File: config.mk
export PLATFORM = sky130hd
export DESIGN_NAME = c16_audio_mixer
export DESIGN_NICKNAME = d
export VERILOG_FILES = /design/src/rtl/c16_audio_pkg.sv /design/src/rtl/c16_audio_mixer_sat_clip.sv /design/src/rtl/c16_audio_mixer.sv
export SDC_FILE = /design/constraint.sdc
export NUM_CORES = 1
export LEC_CHECK = 0
export BUFFER_PORTS_ARGS = -buffer_cell sky130_fd_sc_hd__buf_2
export CORE_MARGIN = 2
export CORE_UTILIZATION = 55
export DETAILED_ROUTE_END_ITERATION = 16
export PLACE_DENSITY = 0.75
export SYNTH_ARGS = -nofsm -noshare
export SYNTH_HDL_FRONTEND = slang
export SYNTH_HIERARCHICAL = 1
export SYNTH_SLANG_ARGS = --single-unit
File: constraint.sdc
create_clock -name CLK28 -period 8.95 [get_ports CLK28]
set_clock_uncertainty 0.05 [all_clocks]
set_input_delay 0.895 -clock CLK28 [delete_from_list [all_inputs] [get_ports CLK28]]
set_output_delay 0.895 -clock CLK28 [all_outputs]
set_load 0.02 [all_outputs]
File: src/rtl/c16_audio_pkg.sv
// c16_audio_pkg: shared types and helpers for the C16 time-multiplexed audio mixer.
package c16_audio_pkg;
  typedef enum logic [1:0] {IDLE = 2'd0, ACCUM = 2'd1, SCALE = 2'd2} mix_state_t;
  localparam int GAIN_SHIFT_DEF = 3;
  localparam int GAIN_UNITY = 1 << GAIN_SHIFT_DEF;
  typedef struct packed {
    logic signed [63:0] val;
    logic clip;
  } sat_t;
  function automatic sat_t sat_signed(input logic signed [63:0] acc, input int out_w);
    logic signed [63:0] mx;
    logic signed [63:0] mn;
    sat_t r;
    mx = (64'sd1 <<< (out_w - 1)) - 64'sd1;
    mn = -(64'sd1 <<< (out_w - 1));
    r.clip = (acc > mx) || (acc < mn);
    r.val = (acc > mx) ? mx : (acc < mn) ? mn : acc;
    return r;
  endfunction
  function automatic int ch_lsb(input int idx, input int w);
    return idx * w;
  endfunction
endpackage

File: src/rtl/c16_audio_mixer_sat_clip.sv
// c16_sat_clip: floor-shift the accumulator and saturate it to the DAC width.
module c16_sat_clip
  import c16_audio_pkg::*;
#(
  parameter int ACC_W = 24,
  parameter int OUT_W = 16,
  parameter int GAIN_SHIFT = 3
) (
  input  logic signed [ACC_W-1:0] acc,
  output logic signed [OUT_W-1:0] sat,
  output logic                    clip
);
  logic signed [ACC_W-1:0] s;
  sat_t r;
  always_comb begin
    s = acc >>> GAIN_SHIFT;
    r = sat_signed(64'(s), OUT_W);
    sat = OUT_W'(r.val);
    clip = r.clip;
  end
endmodule

File: src/rtl/c16_audio_mixer.sv
// c16_audio_mixer: per-channel gain/mute serial MAC mixer with saturating output and sticky status.
module c16_audio_mixer
  import c16_audio_pkg::*;
#(
  parameter int CHANNELS = 3,
  parameter int IN_W = 17,
  parameter int OUT_W = 16,
  parameter int GAIN_W = 4,
  parameter int GAIN_SHIFT = 3,
  parameter int ACC_W = 24
) (
  input  logic                       CLK28,
  input  logic                       RESET,
  input  logic                       sample_ce,
  input  logic [CHANNELS*IN_W-1:0]   ch_data,
  input  logic [CHANNELS*GAIN_W-1:0] ch_gain,
  input  logic [CHANNELS-1:0]        ch_mute,
  input  logic                       status_clr,
  output logic signed [OUT_W-1:0]    sound,
  output logic                       sound_valid,
  output logic                       busy,
  output logic                       clip,
  output logic                       overrun
);
  localparam int IDX_W = CHANNELS > 1 ? $clog2(CHANNELS) : 1;
  localparam int PROD_W = IN_W + GAIN_W + 1;
  if (ACC_W < IN_W + GAIN_W + $clog2(CHANNELS) + 1) begin : g_acc_chk
    $error("ACC_W too narrow for IN_W, GAIN_W and CHANNELS");
  end
  mix_state_t state_q, state_d;
  logic signed [ACC_W-1:0] acc_q, acc_d, term;
  logic [IDX_W-1:0] idx_q, idx_d;
  logic [CHANNELS*IN_W-1:0] data_q, data_d;
  logic [CHANNELS*GAIN_W-1:0] gain_q, gain_d;
  logic [CHANNELS-1:0] mute_q, mute_d;
  logic signed [OUT_W-1:0] sound_q, sound_d, sat_val;
  logic valid_q, valid_d, clip_q, clip_d, overrun_q, overrun_d, sat_clip;
  logic [IN_W-1:0] cur_data;
  logic [GAIN_W-1:0] cur_gain;
  logic signed [PROD_W-1:0] data_x, gain_x, prod;
  logic idle, start, last, scale;
  c16_sat_clip #(.ACC_W(ACC_W), .OUT_W(OUT_W), .GAIN_SHIFT(GAIN_SHIFT)) u_sat (
    .acc (acc_q),
    .sat (sat_val),
    .clip(sat_clip)
  );
  always_comb begin
    idle = state_q == IDLE;
    start = idle & sample_ce;
    last = idx_q == IDX_W'(CHANNELS - 1);
    scale = state_q == SCALE;
    cur_data = data_q[ch_lsb(int'(idx_q), IN_W) +: IN_W];
    cur_gain = gain_q[ch_lsb(int'(idx_q), GAIN_W) +: GAIN_W];
    data_x = PROD_W'($signed(cur_data));
    gain_x = PROD_W'({1'b0, cur_gain});
    prod = data_x * gain_x;
    term = mute_q[idx_q] ? '0 : ACC_W'(prod);
    state_d = start ? ACCUM : (state_q == ACCUM && last) ? SCALE : scale ? IDLE : state_q;
    acc_d = start ? '0 : (state_q == ACCUM) ? acc_q + term : acc_q;
    idx_d = start ? '0 : (state_q == ACCUM) ? idx_q + 1'b1 : idx_q;
    data_d = start ? ch_data : data_q;
    gain_d = start ? ch_gain : gain_q;
    mute_d = start ? ch_mute : mute_q;
    sound_d = scale ? sat_val : sound_q;
    valid_d = scale;
    // a fresh event outranks a simultaneous clear
    clip_d = (scale & sat_clip) | (clip_q & ~status_clr);
    overrun_d = (sample_ce & ~idle) | (overrun_q & ~status_clr);
  end
  always_ff @(posedge CLK28) begin
    if (RESET) begin
      state_q <= IDLE;
      acc_q <= '0;
      idx_q <= '0;
      data_q <= '0;
      gain_q <= '0;
      mute_q <= '0;
      sound_q <= '0;
      valid_q <= 1'b0;
      clip_q <= 1'b0;
      overrun_q <= 1'b0;
    end else begin
      state_q <= state_d;
      acc_q <= acc_d;
      idx_q <= idx_d;
      data_q <= data_d;
      gain_q <= gain_d;
      mute_q <= mute_d;
      sound_q <= sound_d;
      valid_q <= valid_d;
      clip_q <= clip_d;
      overrun_q <= overrun_d;
    end
  end
  assign sound = sound_q;
  assign sound_valid = valid_q;
  assign busy = ~idle;
  assign clip = clip_q;
  assign overrun = overrun_q;
endmodule
Word level (Yosys, flattened, before mapping)

Index checks and enable logic that the tools add are counted.

Input bits: 70
Memories: 0
Flip-flop bits (word level): 113
Memory bits (read-only): 0
Word-level logic and storage cells: 46
Output and inout bits: 20
Bits in latches: 0
Memory bits (writable): 0

$add $sub $neg: 2
Divide/modulo/power cells: 0
Bitwise logic cells: 9
Mux-type cells: 8
$mul: 2
Equal/unequal tests: 3
Reductions and logical operators: 6
Shift-type cells: 2
Order comparisons: 3

Operators by type and width:

| cell                   | count |
|---|---|
| $shiftx A51 B8 Y17     | 1 |
| $mux W16               | 2 |
| $add A24 B24 Y24       | 1 |
| $mux W24               | 1 |
| $mul A17 B5 Y22        | 1 |
| $gt A21 B16 Y1 const B | 1 |
| $lt A21 B16 Y1 const B | 1 |
| $shiftx A12 B5 Y4      | 1 |
| $mul A2 B5 Y7 const B  | 1 |
| $and A1 B1 Y1          | 5 |
| $eq A2 B2 Y1 const B   | 2 |
| $mux W2                | 2 |
| $lt A2 B3 Y1 const B   | 1 |
| $reduce_bool A3 Y1     | 1 |
| $add A2 B1 Y2 const B  | 1 |
| $bmux W1 S2            | 1 |
| $eq A2 B1 Y1 const B   | 1 |
| $logic_not A2 Y1       | 1 |
| $mux W1                | 2 |
| $not A1 Y1             | 2 |
| $or A1 B1 Y1           | 2 |
| $reduce_bool A2 Y1     | 1 |
| $reduce_or A2 Y1       | 1 |
| $logic_and A1 B1 Y1    | 1 |
| $logic_or A1 B1 Y1     | 1 |

Longest topological paths before layout

Gate-level depths: netlist of the first run.

Depth in word-level cells: 5
Gate-level depth with buffers: 32
Depth with buffers taken out: 30

By module

Netlist of the first run, hierarchy kept.

By module, submodules not included:

| module          | area each (um^2) | cells an instance | instances | sequential area each (um^2) |
|---|---|---|---|---|
| c16_audio_mixer | 8001.4           | 1043              | 1         | 2262.2 |
| c16_sat_clip    | 209.0            | 27                | 1         | 0.0 |

Worst setup path before layout of the first run

OpenSTA, ideal clock, no wires.

Path kind: register -> register
From: register idx_q[1]
To: register acc_q[23]
Arrival time: 6379 ps
Path buffers: 3
Clock period less this slack: 6552 ps
Stages on the path, launching flop included: 32
Slack: 2398 ps
Required time: 8776 ps
Cell sequence: dfxtp_1 -> clkbuf_1 -> nor2_1 -> a21oi_1 -> clkbuf_1 -> nor2_1 -> ha_1 -> inv_1 -> fa_1 -> fa_1 -> inv_1 -> ha_1 -> a21o_1 -> a21o_1 -> a21oi_2 -> o211ai_1 -> a311oi_1 -> o21bai_1 -> xnor2_1 -> nor2_1 -> ha_1 -> clkbuf_1 -> a21o_1 -> a21oi_1 -> o21bai_1 -> a21o_1 -> a21oi_1 -> o31ai_1 -> a31o_2 -> nor4_1 -> a22oi_1 -> mux2i_1

Longest elaborated chain between the ends: 5

Ends and longest elaborated chain:

| what                   | RTL line              | RTL |
|---|---|---|
| start, declared        | c16_audio_mixer.sv:32 | `logic [IDX_W-1:0] idx_q, idx_d;` |
| start signal, assigned | c16_audio_mixer.sv:85 | `idx_q <= idx_d;` |
| $mul A2 B5 Y7          | c16_audio_pkg.sv:21   | `return idx * w;` |
| $shiftx A51 B8 Y17     | c16_audio_mixer.sv:52 | `cur_data = data_q[ch_lsb(int'(idx_q), IN_W) +: IN_W];` |
| $mul A17 B5 Y22        | c16_audio_mixer.sv:56 | `prod = data_x * gain_x;` |
| $mux W24 *             | c16_audio_mixer.sv:57 | `term = mute_q[idx_q] ? '0 : ACC_W'(prod);` |
| $add A24 B24 Y24 *     | c16_audio_mixer.sv:59 | `acc_d = start ? '0 : (state_q == ACCUM) ? acc_q + term : acc_q;` |
| end signal, assigned   | c16_audio_mixer.sv:73 | `acc_q <= '0;` |
| end signal, assigned   | c16_audio_mixer.sv:84 | `acc_q <= acc_d;` |
| end, declared          | c16_audio_mixer.sv:31 | `logic signed [ACC_W-1:0] acc_q, acc_d, term;` |

Mark *: on every way between the ends. The rest lies on a longest branch, timed or not. The select of a mux whose other input is x is not followed.
A chain may end at the register's enable or synchronous reset.

Final worst setup path of the first run

From: register idx_q[0]
To: register acc_q[23]

The elaborated chain is that of the path after synthesis.

==> results of run 1 <==
[kinds of logic after synthesis]
logic type / Yosys count / synth area share [%]
AND/OR/NAND/NOR: 396 / 20.8
AO/OA/AOI/OAI: 259 / 19.9
multiplexers: 25 / 3.09
XOR/XNOR: 29 / 3.09
flip-flops: 113 / 27.6
adder cells (fa/ha/maj): 100 / 18.5
buffers and inverters: 148 / 7.07
[path summary, 6_finish.rpt]
kind              startpoint  slack [ns]   endpoint
hold / removal      sound[2]        0.40   sound[2]
setup / recovery    idx_q[0]        1.66  acc_q[23]
setup reg to reg    idx_q[0]        1.66  acc_q[23]
hold reg to reg     sound[2]        0.40   sound[2]
[cell usage after synthesis, drive strengths merged, types with 11 or more instances]
library cell,instances
inv,93
mux2i,25
nand2,203
or2,14
nand3,13
o21a,22
nor3,11
a21o,17
xnor2,19
fa,36
clkbuf,49
dfxtp,113
a21oi,133
nor2,111
ha,64
o21ai,24
a31oi,19
[layer usage]
layer | wire [µm] | track usage (%) | share of wire, % | vias up
met5 | 0 | 0 | 0 | -
met1 | 8880 | 33.8 | 47 | 3317
met2 | 8800 | 39.0 | 46 | 191
met3 | 949 | 4.89 | 5.0 | 28
li1 | - | - | - | 3701
met4 | 338 | 8.02 | 1.8 | 0
[stage by stage]
stage / cells / util [%] / cell area (µm²)
2_1_floorplan: 1070 / - / 8210
3_3_place_gp: 1298 / 60.1 / 8730
3_5_place_dp: 1298 / 60.1 / 8730
4_1_cts: 1330 / 63.9 / 9280
5_1_grt: 1330 / 63.9 / 9280
6_report: 1330 / 63.9 / 9280
[sequential cells by signal (all words and copies together), names as in the netlist]
signal	count
sound	16
state_q	2
idx_q	2
overrun	1
data_q	51
gain_q	12
acc_q	24
mute_q	3
sound_valid	1
clip	1
[critical path, delay by kind of cell, from the launching register on]
family / cells / cell delay, ns
buffers and inverters: 3 / 0.56
flip-flops: 1 / 0.91
AO/OA/AOI/OAI: 15 / 2.99
multiplexers: 1 / 0.14
XOR/XNOR: 1 / 0.16
adder cells (fa/ha/maj): 5 / 2.04
AND/OR/NAND/NOR: 3 / 0.31
[power by group]
part           leakage (nW)  switching (mW)  internal (mW)  total, mW
combinational          3.07           0.145         0.0864      0.232
clock                 0.261           0.270          0.361      0.631
sequential            0.922          0.0166          0.526      0.543
total                  4.25           0.432          0.974       1.41
[final cells by class]
type                    instances  area share (%)
multi-input cells             809            57.9
flip-flops and latches        113            24.4
repair buffers                 99            5.61
clock buffers                  17            4.58
inverters                      93            3.76
well taps                     184            2.48
clock inverters                15            1.33
[cell usage in the layout, fill, tap and decap left out, types with 13 or more instances in the layout]
cell,n
ha_1,64
nand3_1,13
o21a_1,22
mux2i_1,24
clkbuf_16,17
a21oi_1,128
buf_2,89
a31oi_1,19
fa_1,36
or2_2,14
a21o_1,17
inv_1,93
xnor2_1,19
nand2_1,202
dfxtp_1,113
nor2_1,111
o21ai_0,18
==> metrics.cfg, run 1 <==
[place]
gp_congestion = 0.894
numPortBuffers = 89
place_ws_ns = 1.70
hpwlAfterDp_um = 14100

[grt]
grt_usage_pct = 24.6
antenna_found_initial = 0
grt_start_max_net_pins = 91
grt_pass1_wl_um = 32200
grt.overflow.total = 0
grt_pass1_vias = 6763

[critical_path]
slowest_stage = dfxtp_1
crit_path_max_fanout = 19
critPathArrivalTime_ns = 7.54
required_ns = 9.21
reg2regPathDepth = 28
startpoint_type = register
endpoint_kind = register
crit_path_max_incr_delay_ns = 0.91
crit_top_cell = a21o_1
critical_path_class = register to register

[floorplanning]
die_w_um = 126
floorplan.rows = 44
coreArea_um2 = 14500
chipHeight_um = 126
die-area_um2 = 15900
pin_count = 90
initial_utilization_pct = 56.5

[route]
vias = 7237
drc = 0
viasPerCell = 5.44
drt_pass1_iterations = 7
postRouteAntennaNets = 0
dr.first_iter.drc_count = 355
post_drt_wl_per_cell_um = 14.3
drt-total-wl_um = 19000

[final_layout]
regArea_um2 = 2260
nFillCells = 1315
drive_gt1_share_pct = 14.7
nNetsFinal = 1303
area_growth_pct = 13.1
diodes = 0
multiInputGateArea_um2 = 5370

[yosys]
yosysTopAreaCell = dfxtp_1
synth-main-ff-cell = dfxtp_1
async_flop_share_pct = 0
yosysUniqueCellTypes = 63
synth_edf_count = 0
synth.ff_latch_count = 113
synth_top_area_share_pct = 27.6
syn_nets = 1240
ys_warn_count = 6
synthCells = 1070
avgSynthCellArea_um2 = 7.67
ys_seq_area_share_pct = 27.6
synthTopCellsByArea = dfxtp_1 (28%), ha_1 (9.8%), nand2_1 (9.3%)
netlist_area_um2 = 8210

[timing]
maxSlewViolCount = 0
fin_crit_ns = 7.29
setup_tns_ns = 0
setup_viol = 0
rsz0062_at_grt = no
timing.fmax_mhz = 137
worstMarginPinSlew_ns = 1.15
holdWs_ns = 0.399
fin_crit_sh_pct = 81.4
hold_viol = 0
setup_ws_ns = 1.66
relSlewSlack_pct = 23.4

[clock_network]
clk_latency_ns = 0.42
htreeDepth = 4
cts_setup_buffers = 0
cts_made_buffers = 17
path_clk_slew_ns = 0.06
clock_path_buffers = 2
cts_tree = built
cts_sinks = 113
ctsResizeCount = 0
root_buffer = clkbuf_16
hold_buffers = 0

[power_and_ir_drop]
peakVddDrop_v = 0.000172
p_per_area_nw_per_um2 = 151
total_power_mw = 1.41
p_leak_nw = 4.25

[hold_path]
hold_class = register to register
min_path_cells = 2

[status]
run_status = finished clean

[flow_run]
maxCapViolCount = 0

Power figures use the tool's default switching activity.
==> run 2: changes to the inputs <==
- CORE_UTILIZATION: 55 -> 54
- PLACE_DENSITY: 0.75 -> 0.76
- clock period: 8.95 -> 6.4 ns (I/O delays scaled with it)
==> metrics.cfg, run 2 (synthesis gave the netlist of run 1 again) <==
[status]
run_status = finished clean

[route]
drc = 0
viasPerCell = 5.48
post_drt_wl_per_cell_um = 14.5
vias = 7536
dr.first_iter.drc_count = 331
drt-total-wl_um = 19900
drt_pass1_iterations = 5
postRouteAntennaNets = 0

[critical_path]
endpoint_kind = register
startpoint_type = register
crit_path_max_fanout = 9
slowest_stage = fa_1
critical_path_class = register to register
required_ns = 6.65
crit_top_cell = nor2_1
critPathArrivalTime_ns = 6.43
crit_path_max_incr_delay_ns = 0.53

[clock_network]
clock_path_buffers = 2
root_buffer = clkbuf_16
clk_latency_ns = 0.43
htreeDepth = 4
cts_made_buffers = 17
path_clk_slew_ns = 0.06
hold_buffers = 0
cts_tree = built
cts_sinks = 113

[place]
place_ws_ns = 0.00905
numPortBuffers = 89
hpwlAfterDp_um = 14200
post_dp_cell_area_um2 = 8980
gp_congestion = 0.894

[floorplanning]
chipHeight_um = 127
pin_count = 90
floorplan.rows = 45
coreArea_um2 = 15000
die_w_um = 127
die-area_um2 = 16200
initial_utilization_pct = 54.6

[grt]
grt_pass1_wl_um = 32100
grt_usage_pct = 24.3
antenna_found_initial = 0
grt_start_max_net_pins = 91
grt.overflow.total = 0
grt_pass1_vias = 6989

[timing]
rsz0062_at_grt = yes
maxSlewViolCount = 0
fin_crit_sh_pct = 96.5
setup_ws_ns = 0.222
hold_viol = 0
relSlewSlack_pct = 27.1
worstMarginPinSlew_ns = 1.09
timing.fmax_mhz = 162
setup_viol = 0
fin_crit_ns = 6.18
setup_tns_ns = 0

[flow_run]
maxCapViolCount = 0

[final_layout]
final_cell_area_um2 = 9940
regMostFlops = data_q
final_common_cell = nand2_1
utilization_pct = 66.1
largest_register_ffs = 51
layout_common_cells = nand2_1 (201), a21oi_1 (121), dfxtp_1 (112)
area_growth_pct = 21.0
diodes = 0
nNetsFinal = 1343
drive_gt1_share_pct = 21.8

[power_and_ir_drop]
peakVddDrop_v = 0.000241
p_per_area_nw_per_um2 = 209
p_leak_nw = 4.47

[hold_path]
hold_class = input pin to register

-- run 2: cell count changes in the layout (fill, tap and decap cells not counted), moves of 8 or more --
cell / change
buf_4: +32
ha_1: -9
ha_4: +8
inv_1: -11
inv_2: +11
-- run 2: metal layers --
layer / part of all wire (%) / up-vias / routed length, µm / global-route usage (%)
li1: - / 3776 / - / -
met1: 46 / 3528 / 9170 / 32.5
met2: 47 / 194 / 9420 / 38.8
met3: 4.3 / 38 / 867 / 4.52
met4: 2.5 / 0 / 489 / 9.95
met5: 0 / - / 0 / 0
-- run 2: worst max-delay path, delay by kind of cell, from the launching register on --
kind            cells  cell delay [ns]
compound gates      8             1.07
xor+xnor            2             0.32
fa+ha+maj           5             1.95
buf+inv             7             0.78
flops               1             0.35
mux                 2             0.35
simple gates        9             1.17
-- run 2: timing repair --
action	CTS	global route
resized for setup	1	64
setup endpoints to repair	1	5
setup buffers	1	8
gates cloned	0	1
pin swaps	3	59
-- run 2: stage by stage --
stage | power (mW) | hold WS, ns | instances
2_1_floorplan | 1.01 | 0.386 | 1070
3_3_place_gp | 1.11 | 0.389 | 1332
3_5_place_dp | 1.12 | 0.396 | 1332
4_1_cts | 2.06 | 0.383 | 1365
5_1_grt | 2.16 | 0.395 | 1374
6_report | 2.08 | 0.394 | 1374
-- run 2: path summary, 6_finish.rpt --
kind                                  start    endpoint  slack, ns  cells after the start
worst max-delay path               idx_q[0]   acc_q[22]       0.22                     33
worst min-delay path            ch_data[25]  data_q[25]       0.39                      3
worst max register to register     idx_q[0]   acc_q[22]       0.22                     33
worst min register to register     sound[0]    sound[0]       0.40                      2
-- run 2: where the power goes --
group	switching (mW)	internal (mW)
Sequential	0.0224	0.736
Combinational	0.223	0.152
Clock	0.391	0.552
-- run 2: cell type report --
type	count	area, µm²
clock buffers	17	425
clock inverters	15	160
fillers	1211	5100
inverters	93	349
multi-input cells	809	5640
flip-flops and latches	113	2260
well taps	188	235
repair buffers	139	863
